[config.mk]
export PLATFORM = sky130hd
export DESIGN_NAME = trans_sender
export DESIGN_NICKNAME = d
export VERILOG_FILES = /design/src/rtl/trans_sender.sv
export SDC_FILE = /design/constraint.sdc
export NUM_CORES = 1
export LEC_CHECK = 0
export ABC_AREA = 1
export ABC_CLOCK_PERIOD_IN_PS = 1650
export CORE_UTILIZATION = 35
export CTS_BUF_LIST = sky130_fd_sc_hd__clkbuf_2
export DETAILED_ROUTE_END_ITERATION = 8
export PLACE_DENSITY = 0.84
export SYNTH_ARGS = -nofsm -noshare
export SYNTH_HDL_FRONTEND = slang
export SYNTH_SLANG_ARGS = --single-unit
[constraint.sdc]
create_clock -name clk_i -period 1.65 [get_ports clk_i]
set_clock_uncertainty 0.2 [all_clocks]
set_input_delay 0.165 -clock clk_i [delete_from_list [all_inputs] [get_ports clk_i]]
set_output_delay 0.165 -clock clk_i [all_outputs]
set_load 0.02 [all_outputs]
[src/rtl/trans_sender.sv]
// trans_sender: walks generator addresses and issues write/read commands with a pattern, holding each until accepted.
module trans_sender #(
  parameter int ADDR_W = 12,
  parameter int DATA_W = 32
) (
  input  logic                   clk_i,
  input  logic                   rst_i,
  input  logic                   start_test_i,
  input  logic [2:0][31:0]       test_param_i,
  input  logic [ADDR_W-1:0]      next_addr_i,
  output logic                   next_addr_en_o,
  output logic [ADDR_W-1:0]      mem_address_o,
  output logic                   mem_write_o,
  output logic                   mem_read_o,
  output logic [DATA_W-1:0]      mem_writedata_o,
  input  logic                   mem_waitrequest_i,
  output logic                   busy_o,
  output logic                   done_o
);
  typedef enum logic [2:0] {IDLE, LOAD, WR, RD, DONE} state_t;
  state_t state_q, state_d;
  logic [15:0] rem_q, rem_d;
  logic [7:0] pat_q, pat_d;
  logic [1:0] mode_q, mode_d;
  logic [ADDR_W-1:0] addr_q, addr_d;
  logic [DATA_W-1:0] wdata_q, wdata_d;
  logic wr_q, rd_q, accept, last;
  logic unused_bits;
  assign unused_bits = ^{test_param_i[2], test_param_i[1][31:16], test_param_i[1][13:0], test_param_i[0][23:16]};
  always_comb begin
    state_d = state_q;
    rem_d = rem_q;
    pat_d = pat_q;
    mode_d = mode_q;
    addr_d = addr_q;
    accept = (wr_q | rd_q) & ~mem_waitrequest_i;
    last = accept & (state_q == RD | (state_q == WR & mode_q != 2'b10));
    case (state_q)
      IDLE: if (start_test_i) begin
        rem_d = test_param_i[0][15:0];
        pat_d = test_param_i[0][31:24];
        mode_d = (&test_param_i[1][15:14]) ? 2'b00 : test_param_i[1][15:14];
        state_d = (test_param_i[0][15:0] == 16'd0) ? DONE : LOAD;
      end
      LOAD: begin
        addr_d = next_addr_i;
        state_d = (mode_q == 2'b01) ? RD : WR;
      end
      WR: if (accept && mode_q == 2'b10) state_d = RD;
      DONE: state_d = IDLE;
      default: ;
    endcase
    if (last) begin
      rem_d = rem_q - 16'd1;
      state_d = (rem_q == 16'd1) ? DONE : LOAD;
    end
    wdata_d = (state_d == WR) ? {(DATA_W/8){pat_q ^ addr_d[7:0]}} : wdata_q;
  end
  always_ff @(posedge clk_i) begin
    if (rst_i) begin
      state_q <= IDLE;
      rem_q <= '0;
      pat_q <= '0;
      mode_q <= '0;
      addr_q <= '0;
      wdata_q <= '0;
      wr_q <= 1'b0;
      rd_q <= 1'b0;
    end else begin
      state_q <= state_d;
      rem_q <= rem_d;
      pat_q <= pat_d;
      mode_q <= mode_d;
      addr_q <= addr_d;
      wdata_q <= wdata_d;
      wr_q <= state_d == WR;
      rd_q <= state_d == RD;
    end
  end
  assign next_addr_en_o = last;
  assign mem_address_o = addr_q;
  assign mem_write_o = wr_q;
  assign mem_read_o = rd_q;
  assign mem_writedata_o = wdata_q;
  assign busy_o = state_q == LOAD || state_q == WR || state_q == RD;
  assign done_o = state_q == DONE;
endmodule

# Word level (Yosys, flattened, before mapping)
# Cells that the tools add are included.
# totals
regBits	75
out_inout_bits	49
wordCells	49
# op_classes
n_addsub	1
n_eq_ne	10
n_mux	12
n_bitwise	7
reduce_logical	10
# ops
cell	n
$mux W16	3
$eq A16 B1 Y1 const B	1
$logic_not A16 Y1	1
$sub A16 B1 Y16 const B	1
$mux W3	5
$eq A3 B2 Y1 const B	4
$pmux W3 S4	1
$mux W8	1
$xor A8 B8 Y8	1
$reduce_and A2 Y1	3
$reduce_bool A2 Y1	2
$and A1 B1 Y1	3
$eq A3 B1 Y1 const B	1
$eq A3 B3 Y1 const B	1
$logic_not A3 Y1	1
$eq A2 B1 Y1 const B	1
$eq A2 B2 Y1 const B	1
$logic_or A1 B1 Y1	2
$mux W2	1
$ne A2 B2 Y1 const B	1
$or A1 B1 Y1	2
$logic_and A1 B1 Y1	1
$mux W1	1
$not A1 Y1	1

# Longest topological paths before layout
# Gate-level depths: netlist of run 1.
# logic_depth
depth_word	7
depth_mapped	12

# Least setup slack after synthesis of run 1
# OpenSTA, ideal clock, no wires.
# synth_timing
kind	register to register
from	register rem_q[4]
to	register wdata_q[23], in the netlist mem_writedata_o[23]
setup_time_ns	0.113
arrival_ns	1.408
setup_slack_ns	-0.071
path_stages_with_launch	9
synth_period_minus_slack_ns	1.721
cell_sequence	dfxtp_1 nor2_1 nand2_1 nor3_4 a21oi_4 a21oi_2 nand4_1 nand2_1 nor2_1
# synth_via
elab_chain_len	4
# synth_rtl
item	line	text
start: declaration	22	logic [15:0] rem_q, rem_d;
start signal: assignment	71	rem_q <= rem_d;
$eq A16 B1 Y1	55	state_d = (rem_q == 16'd1) ? DONE : LOAD;
$mux W3	55	
$mux W3	53	if (last) begin
$eq A3 B2 Y1	57	wdata_d = (state_d == WR) ? {(DATA_W/8){pat_q ^ addr_d[7:0]}} : wdata_q;
end signal: assignment	75	wdata_q <= wdata_d;
end: declaration	26	logic [DATA_W-1:0] wdata_q, wdata_d;
# No other way between the ends.
# A chain may end at the register's enable or synchronous reset.

# Final worst setup path of run 1
# layout_timing
from	register state_q[2]
to	register wdata_q[29], in the netlist mem_writedata_o[29]
# layout_via
elab_chain_len	6
# layout_rtl
item	line	text
start: declaration	21	state_t state_q, state_d;
start signal: assignment	70	state_q <= state_d;
$eq A3 B2 Y1	37, 38	
$and A1 B1 Y1	37	last = accept & (state_q == RD | (state_q == WR & mode_q != 2'b10));
$or A1 B1 Y1	37	
$and A1 B1 Y1	37	
$mux W3	53	
$eq A3 B2 Y1	57	
# Several ways; a longest one is shown, not always the timed one.

==> run_results.csv, run 1 <==
group,metric,value,unit
finish,n_fill_cell,534,
critical_path,worstPathArrival,2100,ps
job,cap_violations,0,
clock_network,cts.sinks,51,
synthesis,synth_edf_count,0,
finish,syn2layout_area_growth,74.0,%
critical_path,r2r_slack,-260,ps
sta,setup_viol,32,
sta,finalHoldViolCount,0,
sta,setup_slack,-262,ps
synthesis,ys_seq_area_share,37.1,%
critical_path,path_class,"flip-flop to flip-flop",
synthesis,synth_ff_type,"dfxtp_1",
hold_path,hp-class,"primary input to flip-flop",
synthesis,avgSynthCellArea,7.06,µm²
synthesis,yosysTopAreaCellShare,37.1,%
routing,first_iter_violations,228,
synthesis,yosysWarnings,0,
critical_path,crit_required,1840,ps
routing,antenna_left,0,
global_route,top_usage_layer,"met2",
power,ir_drop,0.447,mV
synthesis,netlist_instances,390,
synthesis,synth_top_area_cell,"dfxtp_1",
synthesis,netlist_area,2750,µm²
placement,dpl_worst_slack,-443,ps
floorplanning,ioPinCount,161,
critical_path,crit_fanout,5,
placement,portBuffers,90,
placement,place_hpwl,5480,µm
critical_path,critPathLaunchType,"flip-flop",
global_route,use_met2,34.0,%
critical_path,startpoint,"state_q[2]$_SDFF_PP0_",
floorplanning,die_width,90.7,µm
synthesis,ys_ff_latch,51,
clock_network,cts_tree,"built",
critical_path,r2r_start,"state_q[2]$_SDFF_PP0_",
finish,final_util,64.6,%
routing,detail_route.wirelength,9710,µm
routing,vias,3277,
global_route,grt_overflow,0,
global_route,grt_pass1_vias,2895,
synthesis,yosys-top-cells-area,"dfxtp_1, nor2_1, nand2_1",
finish,multi_input_area,1760,µm²
clock_network,root_buffer,"clkbuf_2",
global_route,antenna_found_initial,1,
critical_path,rr_worst_depth,11,
sta,max_freq,523,MHz
power,power,0.00449,W
global_route,grt_use_met3,3.45,%
critical_path,cp-endpoint,"mem_writedata_o[29]$_SDFFE_PP0N_",
critical_path,rr_endpoint,"mem_writedata_o[29]$_SDFFE_PP0N_",
power,p_per_area,937,nW/µm²
sta,slew_violations,0,
clock_network,cts_hold_buf,0,
floorplanning,row_count,31,
routing,routedWlPerCell,15.4,µm
floorplanning,coreArea,7410,µm²
global_route,track_usage,19.5,%
sta,fin_crit,1910,ps
synthesis,syn_nets,504,
outcome,violations,"negative setup slack",
clock_network,insertion_delay,450,ps
global_route,use_met1,23.2,%
global_route,grt_max_degree,30,
finish,drive_gt1_share,36.8,%
floorplanning,die_y,90.7,µm
critical_path,end_kind,"flip-flop",
floorplanning,initial_utilization,37.2,%
sta,tightest_slew,291,ps
clock_network,cts_buffers,5,
routing,drcViolationCount,0,
sta,timing.slew.headroom,80.5,%
routing,first_pass_iters,5,
synthesis,netlist-cell-type-count,39,
clock_network,clockBufferDepth,2,
placement,gp_congestion,0.880,
synthesis,async_flop_share,0,%
outcome,outcome,"finished, violations left",
clock_network,htreeDepth,2,
sta,period_share,116,%
power,leakagePower,2.13,nW
floorplanning,fp.dieArea,8220,µm²
sta,rsz0062_at_grt,"true",
clock_network,clk_pin_slew_worst_paths,260,ps
global_route,grt_pass1_wl,13000,µm
finish,nets,645,
routing,viasPerCell,5.19,
finish,seq_area,1050,µm²
critical path, cell delays in order (launching register included):
cell     delay (ps)
dfxtp_4         450
buf_6           110
nor2_4           40
buf_6           110
nand3_2          60
nor2_2           50
nor2_2          160
nand3_4         150
a21oi_4         260
nand4_1         120
nand2_1         100
nor2_1           50
final cells by class:
cell class,count,share of cell area [%]
multi-input combinational,265,36.8
timing repair buffer,170,34.1
sequential,51,21.9
inverter,38,3.14
tap,99,2.59
clock inverter,2,0.758
clock buffer,6,0.627
antenna,1,0.0523
cell usage in the layout, fill, tap and decap left out, types with 8 or more instances in the layout:
| master | n |
|---|---|
| nand4_1 | 11 |
| a21oi_1 | 10 |
| nand2_2 | 13 |
| nor2_1 | 57 |
| dlygate4sd2_1 | 29 |
| o21ai_1 | 9 |
| nand2_1 | 53 |
| clkdlybuf4s50_1 | 41 |
| inv_1 | 27 |
| xor2_1 | 8 |
| clkdlybuf4s15_1 | 17 |
| buf_4 | 55 |
| buf_6 | 20 |
| o21ai_0 | 11 |
| dfxtp_1 | 37 |
| inv_2 | 8 |
| nor2_2 | 11 |
| nand3_1 | 10 |
| dfxtp_2 | 9 |
synth_stat cells (2+ instances only):
cell	instances
nand4_1	11
buf_2	3
nand2_2	2
a211oi_1	2
inv_1	34
o31ai_1	3
nor2_2	3
buf_4	25
nand3_1	17
xor2_1	10
ha_1	2
o211ai_1	6
nand2_1	70
inv_2	4
o21ai_1	9
o21ai_0	19
nor2_1	71
a31oi_1	3
dfxtp_1	51
clkbuf_1	8
a21oi_1	19
what timing repair did:
| item | in CTS | in global routing |
|---|---|---|
| resized for setup | 136 | 83 |
| endpoints found under the setup margin | 74 | 70 |
| pin swaps | 33 | 27 |
| setup buffers | 12 | 10 |
| gates cloned | 2 | 1 |
| hold endpoints to repair | 0 | 0 |
per-stage QoR:
step	TNS, ps	hold slack, ps	cells	cell area (µm²)
floorplan	0	39.2	390	2800
global placement	-6640	246	599	4040
detailed placement	-7550	257	599	4040
CTS	-2700	106	621	4420
global route	-7000	73.0	632	4790
finish	-4240	83.9	632	4790
logic make-up after synthesis:
| family | Yosys count | share of synthesized area (%) |
|---|---|---|
| fa+ha+maj | 2 | 0.909 |
| flops | 51 | 37.1 |
| buf+inv | 76 | 14.2 |
| compound gates | 66 | 14.1 |
| simple gates | 184 | 30.2 |
| xor+xnor | 11 | 3.50 |
report_power, final:
group / switching, W / total, W / internal [W]
combinational: 0.00126 / 0.00228 / 0.00103
clock: 0.000399 / 0.000663 / 0.000264
sequential: 0.000137 / 0.00154 / 0.00140
flip-flops by register name (all words and copies together), names as in the netlist:
signal / flops
mem_writedata_o: 8
pat_q: 8
mem_write_o: 1
mem_read_o: 1
mem_address_o: 12
rem_q: 16
mode_q: 2
state_q: 3
layer usage:
layer	wire length [µm]	share of wire [%]
met1	3760	39
met2	5030	52
met3	559	5.8
met4	364	3.7
met5	0	0
how the worst min path moves through the flow:
stage | slack [ps] | endpoint | depth (start not counted) | start
after floorplan | 40 | state_q[1]$_SDFF_PP0_ | 1 | rst_i
after global placement | 250 | mem_address_o[8]$_SDFFE_PP0P_ | 2 | mem_address_o[8]$_SDFFE_PP0P_
after detailed placement | 260 | mem_address_o[8]$_SDFFE_PP0P_ | 2 | mem_address_o[8]$_SDFFE_PP0P_
after CTS | 110 | mem_address_o[8]$_SDFFE_PP0P_ | 3 | next_addr_i[8]
after global routing | 70 | mem_address_o[8]$_SDFFE_PP0P_ | 3 | next_addr_i[8]
final | 80 | mem_address_o[8]$_SDFFE_PP0P_ | 3 | next_addr_i[8]
Power figures use the tool's default switching activity.
==> run 2: changes to the inputs <==
--- a/config.mk
+++ b/config.mk
@@ -6,7 +6,6 @@
 export NUM_CORES = 1
 export LEC_CHECK = 0
 export ABC_AREA = 1
-export ABC_CLOCK_PERIOD_IN_PS = 1650
 export CORE_UTILIZATION = 35
 export CTS_BUF_LIST = sky130_fd_sc_hd__clkbuf_2
 export DETAILED_ROUTE_END_ITERATION = 8
==> results of run 2 <==
Same layout as run 1: the final DEF is identical, and so are final timing and power.
==> run 3: changes to the inputs <==
--- a/config.mk
+++ b/config.mk
@@ -10,6 +10,7 @@
 export CTS_BUF_LIST = sky130_fd_sc_hd__clkbuf_2
 export DETAILED_ROUTE_END_ITERATION = 8
 export PLACE_DENSITY = 0.84
+export SETUP_SLACK_MARGIN = 0.05
 export SYNTH_ARGS = -nofsm -noshare
 export SYNTH_HDL_FRONTEND = slang
 export SYNTH_SLANG_ARGS = --single-unit
==> run_results.csv, run 3 (same netlist as run 1, synthesis figures left out) <==
group,metric,value,unit
outcome,outcome,"finished, violations left",
outcome,violations,"negative setup slack",
critical_path,rr_worst_depth,10,
sta,tightest_slew,419,ps
clock_network,htreeDepth,2,
routing,vias,3451,
hold_path,hp-class,"primary input to flip-flop",
finish,final_common_cell,"buf_4",
routing,detail_route.wirelength,11100,µm
power,power,0.00491,W
power,leakagePower,2.22,nW
clock_network,cts_tree,"built",
placement,portBuffers,90,
critical_path,crit_fanout,8,
global_route,antenna_found_initial,0,
critical_path,r2r_slack,-350,ps
finish,n_antenna_cell,0,
finish,nets,658,
sta,slew_violations,0,
critical_path,rr_endpoint,"mem_writedata_o[28]$_SDFFE_PP0N_",
routing,first_iter_violations,297,
clock_network,cts_hold_buf,0,
clock_network,clk_pin_slew_worst_paths,270,ps
floorplanning,ioPinCount,161,
routing,drcViolationCount,0,
critical_path,end_kind,"flip-flop",
critical_path,r2r_start,"state_q[0]$_SDFF_PP0_",
finish,largest_reg_flops,16,
power,p_per_area,984,nW/µm²
placement,dpl-instance-area,4130,µm²
finish,drive_gt1_share,47.0,%
routing,routedWlPerCell,17.3,µm
clock_network,cts.sinks,51,
global_route,grt_pass1_vias,3030,
finish,regMostFlops,"rem_q",
hold_path,hold_end,"mem_address_o[8]$_SDFFE_PP0P_",
clock_network,clockBufferDepth,2,
sta,rsz0062_at_grt,"true",
global_route,grt_max_degree,23,
sta,tns,-5780,ps
critical_path,critPathLaunchType,"flip-flop",
hold_path,hold_start,"next_addr_i[8]",
floorplanning,coreArea,7410,µm²
floorplanning,initial_utilization,37.2,%
routing,first_pass_iters,5,
global_route,grt_pass1_wl,14300,µm
finish,n_fill_cell,506,
finish,layout_common_cells,"buf_4, nor2_1, nand2_1",
sta,timing.slew.headroom,72.0,%
sta,period_share,121,%
sta,fin_crit,2000,ps
clock_network,root_buffer,"clkbuf_2",
clock_network,insertion_delay,460,ps
global_route,grt_overflow,0,
floorplanning,row_count,31,
hold_path,hold_depth,3,
critical_path,crit_required,1860,ps
floorplanning,die_width,90.7,µm
floorplanning,fp.dieArea,8220,µm²
global_route,track_usage,21.5,%
routing,antenna_left,0,
critical_path,worstPathArrival,2210,ps
routing,viasPerCell,5.36,
finish,final_area,4980,µm²
critical_path,path_class,"flip-flop to flip-flop",
floorplanning,die_y,90.7,µm
job,cap_violations,0,
placement,place_hpwl,5900,µm
sta,finalHoldViolCount,0,
sta,max_freq,500,MHz
clock_network,cts_buffers,5,
placement,gp_congestion,0.911,
power,ir_drop,0.443,mV
finish,syn2layout_area_growth,81.1,%
sta,setup_slack,-352,ps
sta,setup_viol,36,
-- run 3: power breakdown --
part	switching (W)	total (W)	internal (W)
clock network	0.000416	0.000830	0.000413
logic	0.00140	0.00252	0.00112
registers	0.000152	0.00156	0.00141
total	0.00196	0.00491	0.00294
-- run 3: through the flow --
step                      instances  util, %  hold slack (ps)  worst slack [ps]
after floorplan                 390        -             39.2              8.94
after global placement          607     55.8              245              -354
after detailed placement        607     55.8              251              -455
after CTS                       627     61.5             76.2              -156
after global routing            644     67.3             66.5              -407
final                           644     67.3             70.5              -352
-- run 3: what timing repair did --
item,4_1_cts,5_1_grt
gates resized for setup,142,172
setup endpoints to repair,77,68
pin swaps,24,47
buffers inserted,10,20
gates cloned,3,0
-- run 3: worst max-delay path by stage --
stage	from	to	slack, ps	cells after the start
detailed placement	test_param_i[10]	mem_writedata_o[27]$_SDFFE_PP0N_	-450	11
finish	state_q[0]$_SDFF_PP0_	mem_writedata_o[28]$_SDFFE_PP0N_	-350	10
CTS	state_q[1]$_SDFF_PP0_	next_addr_en_o	-160	5
global route	state_q[0]$_SDFF_PP0_	mem_writedata_o[28]$_SDFFE_PP0N_	-410	9
floorplan	state_q[1]$_SDFF_PP0_	mem_writedata_o[23]$_SDFFE_PP0N_	9	10
global placement	test_param_i[6]	mem_writedata_o[29]$_SDFFE_PP0N_	-350	11
-- run 3: routing by layer --
layer,up-vias,GRT usage (%),wire (µm)
met3,61,4.21,767
met2,201,37.2,5630
met1,1633,26.5,4200
li1,1556,-,-
met5,-,0,0
met4,0,7.39,531
-- run 3: worst max-delay path: stages (launching register included) --
cell      delay [ps]
dfxtp_2          430
clkinv_4         110
nand3_4          110
nand4_4          180
buf_6            190
o21ai_1          120
inv_2            100
buf_12           150
nand4_1          140
nand2_1           80
nor2_1           140
-- run 3: cell type report --
| class | count | area, µm² | share of cell area (%) |
|---|---|---|---|
| tap | 99 | 124 | 2.48 |
| sequential | 51 | 1060 | 21.2 |
| clock buffer | 6 | 30.0 | 0.602 |
| timing repair buffer | 183 | 1680 | 33.7 |
| inverter | 38 | 165 | 3.31 |
| multi-input combinational | 265 | 1870 | 37.5 |
| clock inverter | 2 | 60.1 | 1.20 |
